===== src/rtl/synchronous_counter.sv =====
// rtl/synchronous_counter.sv - free-running up-counter with synchronous parallel load
// Optional registered terminal-count output tc enabled by SYNC_COUNTER_TC_EN.
module synchronous_counter #(
    parameter int                 WIDTH       = 4,
    parameter logic [WIDTH-1:0]   RESET_VALUE = '0
) (
    input  logic             clk,
    input  logic             rst,
    input  logic             load,
    input  logic [WIDTH-1:0] data,
`ifdef SYNC_COUNTER_TC_EN
    output logic             tc,
`endif
    output logic [WIDTH-1:0] count
);

    localparam logic [WIDTH-1:0] ONE      = WIDTH'(1);
    localparam logic [WIDTH-1:0] ALL_ONES = '1;

    logic [WIDTH-1:0] count_d;
    logic [WIDTH-1:0] count_q;

    always_comb begin
        count_d = count_q;
        if (load) begin
            count_d = data;
        end else begin
            count_d = count_q + ONE;
        end
    end

    always_ff @(posedge clk or negedge rst) begin
        if (!rst) begin
            count_q <= RESET_VALUE;
        end else begin
            count_q <= count_d;
        end
    end

    assign count = count_q;

`ifdef SYNC_COUNTER_TC_EN
    logic tc_d;
    logic tc_q;

    // Decoded from the next count so tc lines up with count in the same cycle.
    always_comb begin
        tc_d = (count_d == ALL_ONES);
    end

    always_ff @(posedge clk or negedge rst) begin
        if (!rst) begin
            tc_q <= (RESET_VALUE == ALL_ONES);
        end else begin
            tc_q <= tc_d;
        end
    end

    assign tc = tc_q;
`endif

endmodule


===== config.mk =====
export PLATFORM = sky130hd
export DESIGN_NAME = synchronous_counter
export DESIGN_NICKNAME = d
export VERILOG_FILES = /design/src/rtl/synchronous_counter.sv
export SDC_FILE = /design/constraint.sdc
export NUM_CORES = 1
export LEC_CHECK = 0
export CORE_AREA = 5 5 42 44
export DETAILED_ROUTE_END_ITERATION = 12
export DIE_AREA = 0 0 47 49
export PLACE_DENSITY = 0.41
export SKIP_LAST_GASP = 1
export SYNTH_ARGS = -nofsm -noshare
export SYNTH_HDL_FRONTEND = slang
export SYNTH_SLANG_ARGS = --single-unit

===== constraint.sdc =====
create_clock -name clk -period 3.06 [get_ports clk]
set_input_delay 0.612 -clock clk [delete_from_list [all_inputs] [get_ports clk]]
set_output_delay 0.612 -clock clk [all_outputs]
set_load 0.005 [all_outputs]

==> results of run 1 <==
## layout by cell type (no fill, tap or decap)
master           instances
clkbuf_4                 3
xor2_1                   1
ha_1                     1
mux2_2                   1
clkdlybuf4s50_1         10
dfrtp_1                  4
o21ai_0                  2
xnor2_1                  1
nand3_1                  1
o21ai_1                  1
nand2_1                  3
## metal layers
metal	vias to the layer above	part of all wire, %	routed length (um)	GRT usage, %
met5	-	0	0	0
li1	77	-	-	-
met2	13	33	152	4.525
met3	2	22	99	4.059
met1	63	41	189	5.543
met4	0	3.1	14	5.530
## metrics by stage
step	std cells	instance area, um^2	util, %	setup slack [ns]
6_report	44	315.3	22.50	1.296
5_1_grt	44	315.3	22.50	1.238
4_1_cts	44	315.3	22.50	1.279
3_5_place_dp	41	292.8	20.89	1.375
3_3_place_gp	41	292.8	20.89	1.402
2_1_floorplan	15	172.7	-	2.015
## layout make-up
type                       count  area share [%]
clock buffer                   3           7.143
timing repair buffer          10           31.75
tap                           16           6.349
sequential                     4           31.75
multi-input combinational     11           23.02
## path summary, 6_finish.rpt
kind | slack, ns | endpoint | cells after the start | startpoint
setup / recovery | 1.30 | count[0] | 1 | count[0]
hold / removal | 0.54 | count[0] | 1 | count[0]
setup reg to reg | 1.98 | count[1] | 2 | count[0]
hold reg to reg | 0.54 | count[0] | 1 | count[0]
max in group asynchronous | 2.29 | count[2] | 1 | rst
min in group asynchronous | 0.59 | count[3] | 1 | rst
## kinds of logic (layout without fill, tap and decap cells)
family	after synthesis	in the layout	share of synthesized area, %
compound gates	3	3	8.693
mux	1	1	6.521
fa+ha+maj	1	1	7.245
simple gates	4	4	9.417
buf+inv	0	13	0
xor+xnor	2	2	10.15
flops	4	4	57.97
## power by group
group | internal (mW) | leakage, nW | total, mW | switching (mW)
logic | 0.0288 | 0.0671 | 0.0418 | 0.0130
registers | 0.0612 | 0.0477 | 0.0683 | 0.00709
clock network | 0.0440 | 0.0138 | 0.0668 | 0.0228
total | 0.134 | 0.129 | 0.177 | 0.0429
==> reports/qor.txt, run 1 <==
Max reg flops -> 4
Unrepaired setup endpoints after global routing -> false
CTS Sinks -> 4
Top-count cell post-synth -> dfrtp_1
Syn Area/Cell -> 11.51 um^2
Number of enable flip-flop cells after synthesis -> 0
Area Growth Syn to Fin -> 82.61%
CTS root buffer -> clkbuf_4
Final setup TNS -> 0 ns
Vias in the first global route -> 178
Seq/Total Area, Yosys -> 57.97%
Kind of critical path -> flip-flop to primary output
Initial DRT Pass Iterations -> 2
Mapped cell area -> 172.7 um^2
TritonCTS clock tree -> yes
Die area -> 2303 um^2
All-Layer GR Usage -> 4.802%
Multi-input gate area -> 72.57 um^2
Final hold violation count -> 0
Post-route clock period utilization -> 57.65%
CP max stage delay -> 0.53 ns
Crit-path leading delay family -> buffers and inverters
CTS Buffer Depth -> 2
Largest area contributor in the netlist -> dfrtp_1
Crit. End Element -> primary output
H-tree levels -> 1
CP Max Fanout -> 4
Antenna cell count -> 0
First DRT Iteration DRCs -> 2
Least-Margin Pin Slew -> 0.2159 ns
Final Critical Period -> 1.764 ns
Rel. slew slack -> 85.56%
CTS buffer count -> 3
Pin count of the biggest net entering global routing -> 8
Max Fclk -> 566.9 MHz
Synth area leaders -> dfrtp_1, ha_1, mux2_2
Post-synth cell types -> 9
Core ar. -> 1401 um^2
Mapped Nets -> 23
Vias per cell -> 3.523
Die Y -> 49 um
DRC -> 0
Synthesized flop and latch total -> 4
CTS resizes -> 0
Wire per inst -> 10.36 um
Hold-fix buffers, CTS -> 0
Net count, final -> 38
Initial antenna violation count -> 0
CP max-delay cell -> clkdlybuf4s50_1
Row cnt -> 14
Final slew viol count -> 0
Post-CTS setup buffers -> 0
Routability cong. -> 0.7034
Min-Delay Path Class -> flip-flop to flip-flop
Status -> complete, no violations
# IOs -> 11
Worst EP arrival -> 1.15 ns
Leakage -> 0.1286 nW
Post-Syn Instances -> 15
Max-capacitance violation count -> 0
Post-synth top cells -> dfrtp_1, nand2_1, o21ai_0
First-pass GRT wire length -> 738 um
Final setup viols -> 0
Ys async rst share -> 100.0%
Clk_skew -> 0.001292 ns
Clk_lat worst skew -> 0.24 ns
Share of the synthesized area in the top cell type -> 57.97%
Register area -> 100.1 um^2
Dominant synthesized flop cell -> dfrtp_1
WP buf/inv -> 1
Drt total wl -> 456 um
Worst Setup Start Kind -> flip-flop
Clock-pin slew on the worst setup and hold paths -> 0.04 ns
Starting density of the core -> 12.32%
Routed Antenna Nets -> 0
Critical Path, Cell by Cell -> clkdlybuf4s50_1
Worst EP required -> 2.45 ns
GRT overflow -> 0
Fill cell count -> 160
Synth warnings -> 0
Worst hold margin -> 0.5366 ns
Die Width -> 47 um
Total Power -> 0.1768 mW
VDD IR max -> 0.0001203 V
Via Count -> 155
Ratio of cells with drive above 1 in the final layout -> 14.29%
Cell Pwr Density -> 560.8 nW/um^2
Port buffer count -> 10
Power figures use the tool's default switching activity.
==> inputs of run 2 (changes only) <==
Settings changed: PLACE_DENSITY 0.41 to 0.42.
Clock period 3.06 ns to 1.48 ns, I/O delays scaled along.
==> reports/qor.txt, run 2 (synthesized netlist as in run 1, its figures left out) <==
Status -> complete, no violations
Vias in the first global route -> 169 (-5.1%)
Worst EP required -> 1.18 ns (-1.27 ns)
Drt total wl -> 448 um (-1.8%)
Most common cell after layout, fill and taps aside -> clkdlybuf4s50_1
TritonCTS clock tree -> yes
CTS buffer count -> 3 (unchanged)
Core ar. -> 1401 um^2 (unchanged)
Final setup viols -> 0 (unchanged)
Die Width -> 47 um (unchanged)
Kind of critical path -> flip-flop to primary output
H-tree levels -> 1 (unchanged)
All-Layer GR Usage -> 4.732% (-0.071 points)
Port buffer count -> 10 (unchanged)
Initial antenna violation count -> 0 (unchanged)
Pin count of the biggest net entering global routing -> 7 (-1)
Multi-input gate area -> 72.57 um^2 (unchanged)
CTS Sinks -> 4 (unchanged)
CTS root buffer -> clkbuf_4
Ratio of cells with drive above 1 in the final layout -> 20.00% (+5.7 points)
Non-filler cells in the finished layout -> 46 (+4.5%)
Routed Antenna Nets -> 0 (unchanged)
Fill cell count -> 156 (-2.5%)
Hold-fix buffers, CTS -> 0 (unchanged)
Final Critical Period -> 1.420 ns
Unrepaired setup endpoints after global routing -> false
Area Growth Syn to Fin -> 92.75%
Vias per cell -> 3.739 (+6.1%)
Post-Place Setup Slack -> 0.2309 ns (-1.144 ns)
Reg-to-Reg Start -> count[0]
Max Fclk -> 704.2 MHz
First-pass GRT wire length -> 717 um (-2.8%)
Routability cong. -> 0.6185 (-12%)
Max-capacitance violation count -> 0 (unchanged)
Crit. End Element -> primary output
Antenna cell count -> 0 (unchanged)
Max reg flops -> 4 (unchanged)
Clock-pin slew on the worst setup and hold paths -> 0.04 ns (about the same)
Wire per inst -> 9.739 um (-6.0%)
VDD IR max -> 0.0006030 V (+400%)
Crit-path leading delay family -> buffers and inverters
Clk_lat worst skew -> 0.23 ns (about the same)
Min-Delay Path Class -> primary input to asynchronous set/reset pin
Clk_skew -> 0.001911 ns (+0.0006194 ns)
Worst Setup Start Kind -> flip-flop
Die Y -> 49 um (unchanged)
GRT overflow -> 0 (unchanged)
WP buf/inv -> 1 (unchanged)
Rel. slew slack -> 86.42% (+0.85 points)
Worst EP arrival -> 1.12 ns (-0.03 ns)
Leakage -> 0.1484 nW (+15%)
Net count, final -> 40 (+5.3%)
Least-Margin Pin Slew -> 0.2031 ns (-0.01276 ns)
Initial DRT Pass Iterations -> 3 (+1)
CP max-delay cell -> clkdlybuf4s50_1
Register area -> 100.1 um^2 (unchanged)
CP max stage delay -> 0.52 ns (about the same)
# IOs -> 11 (unchanged)
Cell Pwr Density -> 1100 nW/um^2 (+96%)
Starting density of the core -> 12.32% (unchanged)
CP Max Fanout -> 3 (-1)
Final slew viol count -> 0 (unchanged)
CTS Buffer Depth -> 2 (unchanged)
Final setup TNS -> 0 ns (unchanged)
Total Power -> 0.3661 mW (+110%)
Reg2reg setup slack -> 0.30 ns (-1.68 ns)
Critical Path, Cell by Cell -> clkdlybuf4s50_1
First DRT Iteration DRCs -> 3 (+1)
Placed instance count -> 42 (+2.4%)
Row cnt -> 14 (unchanged)
Most frequent cells in the layout -> clkdlybuf4s50_1, dfrtp_1, nand2_1, clkbuf_4
Design area -> 332.8 um^2 (+5.6%)
DRC -> 0 (unchanged)
Die area -> 2303 um^2 (unchanged)
Final hold violation count -> 0 (unchanged)
Via Count -> 172 (+11%)
Dpl cell area -> 300.3 um^2 (+2.6%)
Post-route clock period utilization -> 95.95%
Crit. Startpoint -> count[2]
Final WS setup -> 0.05991 ns (-1.236 ns)
==> run 2: changes by cell type in the layout (fill, tap and decap cells not counted) <==
| cell | change |
|---|---|
| clkdlybuf4s50_1 | -1 |
| dlymetal6s2s_1 | +1 |
| buf_4 | +2 |
==> run 2: layout make-up <==
type	count	share of cell area, %
Sequential cell	4	30.08
Tap cell	16	6.015
Timing Repair Buffer	12	35.34
Multi-Input combinational cell	11	21.80
Clock buffer	3	6.767
==> run 2: through the flow <==
step           utilization, %  hold slack [ns]
2_1_floorplan               -        0.0004090
3_3_place_gp            21.43           0.5175
3_5_place_dp            21.43           0.5219
4_1_cts                 23.04           0.2736
5_1_grt                 23.75           0.2779
6_report                23.75           0.2732
==> run 2: final timing paths <==
check	end	cells past startpoint
setup / recovery	count[2]	1
hold reg to reg	count[0]	1
min in group clk	count[0]	1
max in group asynchronous	count[3]	1
hold / removal	count[1]	1
setup reg to reg	count[1]	3
==> run 2: what timing repair did <==
item | CTS | global route
buffers inserted | 0 | 1
gates resized for setup | 0 | 1
endpoints found under the setup margin | 0 | 1
==> run 2: per-layer routing <==
metal / vias to the layer above / wire [um] / track usage [%] / share of wire [%]
met4: 0 / 0 / 1.382 / 0
met2: 13 / 167 / 5.204 / 37
met3: 0 / 89 / 6.642 / 20
met1: 78 / 191 / 5.100 / 43
met5: - / 0 / 0 / 0
li1: 81 / - / - / -
==> run 2: report_power, final <==
part	internal [mW]	leakage, nW	switching, mW
logic	0.0634	0.0868	0.0275
registers	0.127	0.0477	0.0138
clock network	0.0907	0.0138	0.0442
